### config.mk
export PLATFORM = sky130hd
export DESIGN_NAME = fetch_unit
export DESIGN_NICKNAME = d
export VERILOG_FILES = /design/src/rtl/fetch_pkg.sv /design/src/rtl/fetch_skid_buf.sv /design/src/rtl/fetch_unit.sv
export SDC_FILE = /design/constraint.sdc
export NUM_CORES = 1
export LEC_CHECK = 0
export ABC_CLOCK_PERIOD_IN_PS = 5620
export CORE_MARGIN = 2
export CORE_UTILIZATION = 40
export CTS_CLUSTER_DIAMETER = 60
export DETAILED_ROUTE_END_ITERATION = 7
export PLACE_DENSITY_LB_ADDON = 0.12
export SETUP_SLACK_MARGIN = 0.02
export SYNTH_ARGS = -nofsm -noshare
export SYNTH_HDL_FRONTEND = slang
export SYNTH_SLANG_ARGS = --single-unit
### constraint.sdc
create_clock -name clk -period 5.62 [get_ports clk]
set_input_delay 1.405 -clock clk [delete_from_list [all_inputs] [get_ports clk]]
set_output_delay 1.405 -clock clk [all_outputs]
set_load 0.02 [all_outputs]
### src/rtl/fetch_pkg.sv
`default_nettype none
// ============================================================================
// Module   : fetch_pkg
// Brief    : Shared types and defaults for the instruction-fetch front end.
// Revision : 1.0 - initial release
// ============================================================================
package fetch_pkg;

    localparam int c_DEF_ADDRESS_WIDTH = 32;
    localparam int c_DEF_DATA_WIDTH    = 32;

    typedef enum logic {
        REL = 1'b0,
        ABS = 1'b1
    } redirect_mode_e;

    typedef enum logic [1:0] {
        RUN   = 2'd0,
        FLUSH = 2'd1
    } fetch_state_e;

    // Default-width packet; the top re-declares it at its own widths.
    typedef struct packed {
        logic [c_DEF_DATA_WIDTH-1:0]    instr;
        logic [c_DEF_ADDRESS_WIDTH-1:0] pc;
    } fetch_pkt_t;

endpackage
`default_nettype wire

### src/rtl/fetch_skid_buf.sv
`default_nettype none
// ============================================================================
// Module   : fetch_skid_buf
// Brief    : Two-entry (output + skid) valid/ready buffer with sync flush.
// Revision : 1.0 - initial release
// ============================================================================
module fetch_skid_buf
    import fetch_pkg::*;
#(
    parameter type PKT_T = fetch_pkt_t
) (
    input  logic clk,
    input  logic rst,
    input  logic flush,
    input  logic in_valid,
    input  PKT_T in_pkt,
    output logic out_valid,
    output PKT_T out_pkt,
    input  logic out_ready,
    output logic skid_valid
);

    logic r_out_valid;
    logic r_skid_valid;
    PKT_T r_out_pkt;
    PKT_T r_skid_pkt;
    logic w_out_free;

    // The output slot can take new data when empty or being consumed.
    assign w_out_free = !r_out_valid || out_ready;

    always_ff @(posedge clk) begin
        if (rst) begin
            r_out_valid  <= 1'b0;
            r_skid_valid <= 1'b0;
            r_out_pkt    <= '0;
            r_skid_pkt   <= '0;
        end else if (flush) begin
            r_out_valid  <= 1'b0;
            r_skid_valid <= 1'b0;
        end else if (w_out_free) begin
            if (r_skid_valid) begin
                r_out_valid  <= 1'b1;
                r_out_pkt    <= r_skid_pkt;
                r_skid_valid <= in_valid;
                if (in_valid) begin
                    r_skid_pkt <= in_pkt;
                end
            end else begin
                r_out_valid <= in_valid;
                if (in_valid) begin
                    r_out_pkt <= in_pkt;
                end
            end
        end else if (in_valid) begin
            r_skid_valid <= 1'b1;
            r_skid_pkt   <= in_pkt;
        end
    end

    assign out_valid  = r_out_valid;
    assign out_pkt    = r_out_pkt;
    assign skid_valid = r_skid_valid;

endmodule
`default_nettype wire

### src/rtl/fetch_unit.sv
`default_nettype none
// ============================================================================
// Module   : fetch_unit
// Brief    : PC owner, imem request/credit logic and redirect handling.
// Revision : 1.0 - initial release
// ============================================================================
module fetch_unit
    import fetch_pkg::*;
#(
    parameter int                       ADDRESS_WIDTH = c_DEF_ADDRESS_WIDTH,
    parameter int                       DATA_WIDTH    = c_DEF_DATA_WIDTH,
    parameter logic [ADDRESS_WIDTH-1:0] RESET_PC      = '0,
    parameter int                       PC_STEP       = 4
) (
    input  logic                     clk,
    input  logic                     rst,
    input  logic                     redirect_valid,
    input  logic                     redirect_mode,
    input  logic [ADDRESS_WIDTH-1:0] imm_op,
    output logic [ADDRESS_WIDTH-1:0] imem_addr,
    output logic                     imem_req,
    input  logic [DATA_WIDTH-1:0]    imem_rdata,
    output logic [DATA_WIDTH-1:0]    instr,
    output logic [ADDRESS_WIDTH-1:0] instr_pc,
    output logic                     instr_valid,
    input  logic                     instr_ready
);

    typedef struct packed {
        logic [DATA_WIDTH-1:0]    instr;
        logic [ADDRESS_WIDTH-1:0] pc;
    } pkt_t;

    localparam logic [ADDRESS_WIDTH-1:0] c_STEP       = ADDRESS_WIDTH'(PC_STEP);
    localparam logic [ADDRESS_WIDTH-1:0] c_ALIGN_MASK = ~(c_STEP - ADDRESS_WIDTH'(1));
    localparam logic [1:0]               c_ST_RUN     = RUN;
    localparam logic [1:0]               c_ST_FLUSH   = FLUSH;

    logic [ADDRESS_WIDTH-1:0] r_pc;
    logic [ADDRESS_WIDTH-1:0] r_req_pc;
    logic                     r_inflight;
    logic [1:0]               r_state;

    logic                     w_accept;
    logic                     w_redirect;
    logic [ADDRESS_WIDTH-1:0] w_rel_target;
    logic [ADDRESS_WIDTH-1:0] w_raw_target;
    logic [ADDRESS_WIDTH-1:0] w_target;
    logic                     w_skid_valid;
    logic [1:0]               w_occ;
    logic                     w_room;
    logic                     w_resp_valid;
    pkt_t                     w_resp_pkt;
    pkt_t                     w_out_pkt;

    assign w_accept     = instr_valid & instr_ready;
    assign w_redirect   = redirect_valid & w_accept;
    assign w_rel_target = instr_pc + imm_op;
    assign w_raw_target = (redirect_mode_e'(redirect_mode) == ABS) ? imm_op : w_rel_target;
    assign w_target     = w_raw_target & c_ALIGN_MASK;

    // Everything already requested but not yet consumed must fit in the
    // two buffer slots, counting the slot freed by this cycle's accept.
    assign w_occ  = {1'b0, instr_valid} + {1'b0, w_skid_valid} + {1'b0, r_inflight};
    assign w_room = (w_occ - {1'b0, w_accept}) < 2'd2;

    assign imem_req  = !rst && w_room && !w_redirect;
    assign imem_addr = r_pc;

    always_ff @(posedge clk) begin
        if (rst) begin
            r_pc       <= RESET_PC;
            r_req_pc   <= '0;
            r_inflight <= 1'b0;
        end else begin
            r_inflight <= imem_req;
            if (w_redirect) begin
                r_pc <= w_target;
            end else if (imem_req) begin
                r_pc     <= r_pc + c_STEP;
                r_req_pc <= r_pc;
            end
        end
    end

    always_ff @(posedge clk) begin
        if (rst) begin
            r_state <= c_ST_RUN;
        end else begin
            case (r_state)
                c_ST_RUN:   r_state <= w_redirect ? c_ST_FLUSH : c_ST_RUN;
                c_ST_FLUSH: r_state <= c_ST_RUN;
                default:    r_state <= c_ST_RUN;
            endcase
        end
    end

    // A response landing during FLUSH belongs to the abandoned path.
    assign w_resp_valid = r_inflight && (r_state == c_ST_RUN);
    assign w_resp_pkt   = '{instr: imem_rdata, pc: r_req_pc};

    fetch_skid_buf #(
        .PKT_T (pkt_t)
    ) u_skid (
        .clk        (clk),
        .rst        (rst),
        .flush      (w_redirect),
        .in_valid   (w_resp_valid),
        .in_pkt     (w_resp_pkt),
        .out_valid  (instr_valid),
        .out_pkt    (w_out_pkt),
        .out_ready  (instr_ready),
        .skid_valid (w_skid_valid)
    );

    assign instr    = w_out_pkt.instr;
    assign instr_pc = w_out_pkt.pc;

endmodule
`default_nettype wire

== Word-level counts from Yosys, hierarchy flattened ==
Cells that the tools add are included.
Storage, ports and cells
  register bits: 197
  output and inout bits: 98
Operators by class
  $add $sub $neg: 5
  magnitude comparators: 1
  eq/ne operators: 1
  multiplexer cells: 13
  bitwise gates (word level): 4
  reduce and logical (&&, ||, !) cells: 16
Operator list (count)
  $mux 64: 5
  $mux 32: 3
  $add 32x3->32 const B: 1
  $add 32x32->32: 1
  $reduce_bool 2->1: 3
  $mux 1: 5
  $reduce_and 2->1: 2
  $reduce_or 2->1: 2
  $logic_and 1x1->1: 3
  $logic_not 1->1: 3
  $reduce_and 3->1: 1
  $add 1x1->2: 1
  $add 2x1->2: 1
  $and 1x1->1: 2
  $logic_not 2->1: 1
  $lt 2x2->1 const B: 1
  $ne 2x1->1 const B: 1
  $not 1->1: 2
  $sub 2x1->2: 1
  $logic_or 1x1->1: 1

== Longest topological paths before layout ==
Gate-level depths: netlist of the first run.
  depth after elaboration: 8
  depth in mapped cells: 14
  gate-level depth less buffers: 13

== Modules after synthesis ==
From an unflattened synthesis of the first run, not the netlist that was laid out.
Unflattened totals
  cell total of the unflattened synthesis: 1161
  area total of the unflattened synthesis: 10608.9 sq um
By module, submodules not included
  fetch_skid_buf: instances 1, cells each 582, area an instance 6219.7 sq um, seq. area each 2602.5 sq um
  fetch_unit: instances 1, cells each 579, area an instance 4389.2 sq um, seq. area each 1241.2 sq um

== Worst setup path after synthesis of the first run ==
Ideal clock, no wire load.
  path type: input-to-output
  start point: input port instr_ready
  end point: output port imem_req
  data arrival time: 3.255 ns
  required time: 4.215 ns
  slack: 0.960 ns
  stages on the path: 10
  cells stage by stage: and2_1 -> ha_1 -> inv_1 -> ha_1 -> a21oi_1 -> xnor2_1 -> nor2_1 -> nand2_1 -> inv_2 -> clkbuf_1
On the way
  longest elaborated chain between the ends: 5
  elaborated cells on any way between the ends: 7
Ends and longest elaborated chain
  from (decl): line fetch_unit.sv:26  | input logic instr_ready
  $and 1x1->1 *: line fetch_unit.sv:56  | assign w_accept = instr_valid & instr_ready;
  $sub 2x1->2: line fetch_unit.sv:65  | assign w_room = (w_occ - {1'b0, w_accept}) < 2'd2;
  $lt 2x2->1: line fetch_unit.sv:65
  $logic_and 1x1->1: line fetch_unit.sv:67  | assign imem_req = !rst && w_room && !w_redirect;
  $logic_and 1x1->1 *: line fetch_unit.sv:67
  to (decl): line fetch_unit.sv:21  | output logic imem_req,
Every way passes the cells marked *; elsewhere a longest branch is shown, timed or not.

== Final worst setup path of the first run ==
Same ends and word-level chain as after synthesis.

==> metrics.cfg, run 1 <==
[pwr]
leakage_nw=4.115
ir_worst_vdd_mv=0.1875
p_per_area_nw_per_um2=330.2

[clock_network]
cts_tree=built
cts_setup_buffers=0
numClockSinks=188
clk_path_buf_depth=2
clk_pin_slew_ns=0.07
cts_resized=0
postCtsHoldBufs=0
root_buffer=clkbuf_16
cts_buffers=17
h-tree-depth=4
clk-insertion-delay-late_ns=0.43

[detailed_routing]
vias=8330
wire_per_inst_um=16.29
drc=0
drtPass1Iterations=5
drt-initial-drc-count=401
vias_per_cell=5.226
ant_nets=0
routed_wl_um=25960

[grt]
grt_antenna_before_repair=0
grt_max_degree=82
grt-ovfl-total=0
grt_pass1_wl_um=41520
grt_pass1_vias=7878
gr-usage-all-layers=0.2122

[placement]
gp_congestion=0.8382
place_hpwl_um=17220
io_buffers=160
placed_cell_area_um2=11210

[run_status]
status=finished, final reports clean

[cells_and_area]
area_growth_syn_to_layout_pct=26.08
post-route-util=0.5079
stdcell_area_um2=11810
num-fill-cells=2298
n_antenna_cell=0
seqCellArea_um2=3767
layout-drive-gt1-share=0.05255
final_nets=1364
multi_input_area_um2=5270

[synthesis]
syn_inst=1146
yosys.area.top_type=dfxtp_1
avgSynthCellArea_um2=8.176
yosysTopAreaCellShare=0.4017
yosysSeqAreaShare=0.4017
synth_area_leaders=dfxtp_1, nand2_1, a211oi_1
syn_area_um2=9370
synth_edf_count=0
synth_warnings=0
synth_cell_types=61
synthFlopType=dfxtp_1
synthTopCellsByCount=nand2_1, dfxtp_1, a21oi_1
ys_ff_latch=188
yosys.cell_count.top_type=nand2_1
async_flop_share=0

[hold_path]
min_path_type=flip-flop to flip-flop

[setup_path]
endpoint_kind=output pin
crit_type=primary input to output pin
required_ns=4.22
arrival_ns=3.78
cp_max_fo=4
cp-start-kind=primary input

[timing]
min_period_ns=5.185
hold_viol=0
finalSetupViolCount=0
setup_tns_ns=0
clock_skew_ns=0.01071
max-slew-margin-rel=0.4189
slew_viol_final=0
worstMarginPinSlew_ns=0.8683
finalCritPeriodShare=0.9226
fmax_mhz=192.9
grt_setup_unrepaired=no

[die]
die_height_um=157.1
core-area_um2=23260
die_w_um=157.1
pin_count=167
rows=56
die_area_um2=24670
start_util=0.4028

[job]
cap_violations=0

-- worst paths after layout --
| path | startpoint | endpoint | slack [ns] | cells after the start |
|---|---|---|---|---|
| worst max register to register | u_skid.skid_valid | imem_addr[25] | 2.15 | 14 |
| worst min register to register | r_state[0] | r_state[0] | 0.43 | 1 |
| worst max-delay path | instr_ready | imem_req | 0.43 | 11 |
| worst min-delay path | r_state[0] | r_state[0] | 0.43 | 1 |
-- cell type report --
class / instances / share of cell area
multi-input cells: 868 / 0.4461
flip-flops and latches: 188 / 0.3189
clock buffers: 19 / 0.03834
clock inverters: 13 / 0.01292
well taps: 319 / 0.03379
inverters: 11 / 0.003495
repair buffers: 176 / 0.1465
-- state kept, by name, summed over array words and instances (netlist names) --
| signal | cells |
|---|---|
| r_state | 1 |
| imem_addr | 30 |
| u_skid.r_skid_pkt | 62 |
| r_req_pc | 30 |
| u_skid.out_pkt | 62 |
| u_skid.skid_valid | 1 |
| r_inflight | 1 |
| u_skid.out_valid | 1 |
-- through the flow --
| step | total power (W) | hold WS, ns | worst slack [ns] | instances |
|---|---|---|---|---|
| final | 0.003901 | 0.4304 | 0.4348 | 1594 |
| after global routing | 0.004107 | 0.4487 | 0.2424 | 1594 |
| after CTS | 0.003937 | 0.4310 | 0.4028 | 1594 |
| after detailed placement | 0.002671 | 0.4219 | 0.4195 | 1562 |
| after global placement | 0.002664 | 0.4113 | 0.4202 | 1562 |
| after floorplan | 0.002249 | 0.4020 | 0.9605 | 1149 |
-- critical path, stage by stage --
cell and delay (ns):
clkdlybuf4s50_1 0.45, and2_1 0.19, ha_1 0.27, inv_1 0.04, ha_1 0.26, a21oi_1 0.15, xnor2_1 0.09, nor2_1 0.13
nand2_1 0.10, inv_2 0.06, clkdlybuf4s50_1 0.63
-- metal layers --
layer / track usage / vias to the layer above / wire, µm
met4: 0.06450 / 0 / 419
met3: 0.04405 / 27 / 1317
li1: - / 4248 / -
met1: 0.2744 / 3889 / 12080
met5: 0 / - / 0
met2: 0.3563 / 166 / 12140
-- power by group --
part	leakage (nW)	total [W]	internal, W	switching [W]
Clock	0.299	0.00126	0.000693	0.000568
Sequential	1.53	0.00154	0.00144	0.000101
Combinational	2.28	0.00110	0.000466	0.000630
-- cells by family (layout without fill, tap and decap cells) --
kind of cell | after synthesis | count (layout) | synth area share
xor gates and xnor gates | 53 | 53 | 0.04954
AOI/OAI and AO/OA | 301 | 301 | 0.2060
buffers and inverters | 93 | 219 | 0.03966
DFF | 188 | 188 | 0.4017
other | 1 | 4 | 0.0004002
adders and majority gates | 33 | 33 | 0.04487
and+or+nand+nor | 411 | 411 | 0.1873
muxes | 66 | 66 | 0.07050
-- cells in the final DEF, fill, tap and decap left out, types with 11 or more instances in the layout --
cell,instances
dfxtp_1,187
mux2i_1,66
and3_1,12
nor2_1,109
xnor2_1,24
clkbuf_16,17
xor2_1,29
a21o_1,11
nand3_1,13
clkdlybuf4s50_1,158
o21ai_0,15
ha_1,32
a211oi_1,99
a21oi_1,130
nand2_1,229
buf_4,15
Note: power is estimated with default switching activity, not from simulation.
==> inputs of run 2 (changes only) <==
--- a/config.mk
+++ b/config.mk
@@ -6,12 +6,15 @@
 export NUM_CORES = 1
 export LEC_CHECK = 0
 export ABC_CLOCK_PERIOD_IN_PS = 5620
+export CELL_PAD_IN_SITES_DETAIL_PLACEMENT = 1
+export CELL_PAD_IN_SITES_GLOBAL_PLACEMENT = 2
 export CORE_MARGIN = 2
-export CORE_UTILIZATION = 40
+export CORE_UTILIZATION = 33
 export CTS_CLUSTER_DIAMETER = 60
 export DETAILED_ROUTE_END_ITERATION = 7
 export PLACE_DENSITY_LB_ADDON = 0.12
 export SETUP_SLACK_MARGIN = 0.02
+export SKIP_CTS_REPAIR_TIMING = 1
 export SYNTH_ARGS = -nofsm -noshare
 export SYNTH_HDL_FRONTEND = slang
 export SYNTH_SLANG_ARGS = --single-unit
==> run 2 against run 1 <==
- critical path depth is the same
- count of clock-buffer cells in the layout fell by 2
- maximum frequency shrank 1.1%
- sequential power about the same
- die area is 21% higher
- clock power fell by 3%
- wire length rose by 13%
- first-iteration DRC count up 25%
- worst hold slack gained 0.0066 ns
- total power down 0.28%
- design area grew 0.38%
- critical path type unchanged
- largest cell class unchanged
- highest routed layer is now met5
==> metrics.cfg, run 2 (synthesis results as in run 1) <==
[run_status]
status=finished, final reports clean

[pwr]
ir_worst_vdd_mv=0.1590  ; -15%
power_w=0.003890  ; -0.28%
clkPwrFrac=0.315  ; -0.008
seq_power_share=0.397  ; about the same
p_switching_w=0.001384  ; +6.5%
intPower_w=0.002507  ; -3.7%
leakage_nw=4.090  ; -0.61%
pwr-share-comb=0.288  ; +0.007
power.share.switching=0.3557  ; +0.02280
p_per_area_nw_per_um2=328.0  ; -0.66%

[job]
cap_violations=0  ; unchanged

[placement]
placed_cell_area_um2=11280  ; +0.63%
post-place-ws_ns=0.3875  ; -0.03193 ns
place_hpwl_um=19360  ; +12%
gp_congestion=0.8145  ; -2.8%
io_buffers=160  ; unchanged

[setup_path]
endpoint_kind=output pin
arrival_ns=3.84  ; +0.06 ns
crit_type=primary input to output pin
cp_max_fo=4  ; unchanged
r2r-end=imem_addr[26]
cp-start-kind=primary input
rr_worst_depth=14  ; unchanged
reg2reg_slack_ns=1.87  ; -0.28 ns
required_ns=4.22  ; about the same
r2r-start=u_skid.skid_valid

[clock_network]
clk_path_buf_depth=2  ; unchanged
numClockSinks=188  ; unchanged
clk_pin_slew_ns=0.07  ; about the same
h-tree-depth=4  ; unchanged
cts_buffers=17  ; unchanged
root_buffer=clkbuf_16
clk-insertion-delay-late_ns=0.45  ; +0.02 ns
cts_tree=built

[cells_and_area]
seqCellArea_um2=3767  ; unchanged
multi_input_area_um2=5276  ; +0.12%
num-fill-cells=3301  ; +44%
final_nets=1361  ; -0.22%
layout-drive-gt1-share=0.04957  ; -0.002982
final_cell_mix=nand2_1, dfxtp_1, clkdlybuf4s50_1, a21oi_1, nor2_1
area_growth_syn_to_layout_pct=26.56
n_antenna_cell=0  ; unchanged
final_common_cell=nand2_1
stdcell_area_um2=11860  ; +0.38%

[detailed_routing]
vias=8444  ; +1.4%
ant_nets=0  ; unchanged
drc=0  ; unchanged
drtPass1Iterations=4  ; -1
vias_per_cell=5.121  ; -2.0%
wire_per_inst_um=17.83  ; +9.5%
drt-initial-drc-count=502  ; +25%
routed_wl_um=29400  ; +13%

[hold_path]
hp-start=r_state[0]
hold_depth=1  ; unchanged
hold_end=r_state[0]
min_path_type=flip-flop to flip-flop

[die]
die_height_um=172.5  ; +9.8%
rows=61  ; +8.9%
pin_count=167  ; unchanged
die_area_um2=29760  ; +21%
start_util=0.3364  ; -0.06645
core-area_um2=27860  ; +20%
die_w_um=172.5  ; +9.8%

[timing]
grt_setup_unrepaired=no
setup_tns_ns=0  ; unchanged
finalSetupViolCount=0  ; unchanged
clock_skew_ns=0.01728  ; +0.006570 ns
max-slew-margin-rel=0.3064  ; -0.1125
hold_viol=0  ; unchanged
finalCritPeriodShare=0.9330  ; +0.01034
slew_viol_final=0  ; unchanged
fmax_mhz=190.7  ; -1.1%
min_period_ns=5.243  ; +0.05810 ns
worstMarginPinSlew_ns=1.036  ; +0.1681 ns
fin_worst_hold_slack_ns=0.4371  ; +0.006643 ns
timing.final.ws_setup_ns=0.3767  ; -0.05810 ns

[grt]
gr-usage-all-layers=0.1979  ; -0.01426
grt_pass1_wl_um=47300  ; +14%
grt_antenna_before_repair=2  ; +2
grt_pass1_vias=8588  ; +9.0%
grt_max_degree=107  ; +30%
grt-ovfl-total=0  ; unchanged

==> run 2: area by class of cell <==
class / count / area share
tap: 378 / 0.03988
clock buffer: 17 / 0.03587
multi-input combinational: 868 / 0.4449
clock inverter: 14 / 0.01308
timing repair buffer: 173 / 0.1451
inverter: 11 / 0.003482
sequential: 188 / 0.3177
==> run 2: worst max-delay path, stage by stage <==
cell and delay, ns:
clkdlybuf4s50_1 0.45, and2_1 0.19, ha_1 0.27, inv_1 0.04, ha_1 0.26, a21oi_1 0.16, xnor2_1 0.10, nor2_1 0.15
nand2_1 0.11, inv_2 0.07, clkdlybuf4s50_1 0.62
==> run 2: worst max path at each step <==
stage	start	end	slack (ns)	depth (start not counted)
2_1_floorplan	instr_ready	imem_req	0.96	10
3_3_place_gp	instr_ready	imem_req	0.41	11
3_5_place_dp	instr_ready	imem_req	0.39	11
4_1_cts	instr_ready	imem_req	0.35	11
5_1_grt	instr_ready	imem_req	0.25	11
6_report	instr_ready	imem_req	0.38	11
==> run 2: power by group through the flow <==
stage / clock (W) / sequential (W) / combinational, W
global route: 0.00132 / 0.00156 / 0.00124
global placement: 0 / 0.00158 / 0.00112
CTS: 0.00127 / 0.00155 / 0.00113
floorplan: 0 / 0.00166 / 0.000591
detailed placement: 0 / 0.00158 / 0.00113
finish: 0.00122 / 0.00154 / 0.00112
==> run 2: stage by stage <==
step,std cells,util
finish,1649,0.4257
global route,1649,0.4257
CTS,1649,0.4257
detailed placement,1618,0.4049
global placement,1618,0.4049
floorplan,1149,-
==> run 2: metal layers <==
layer,track usage,routed length [µm]
met1,0.2515,13580
met2,0.3363,14040
met3,0.05305,1505
met4,0.04095,251
met5,0,13
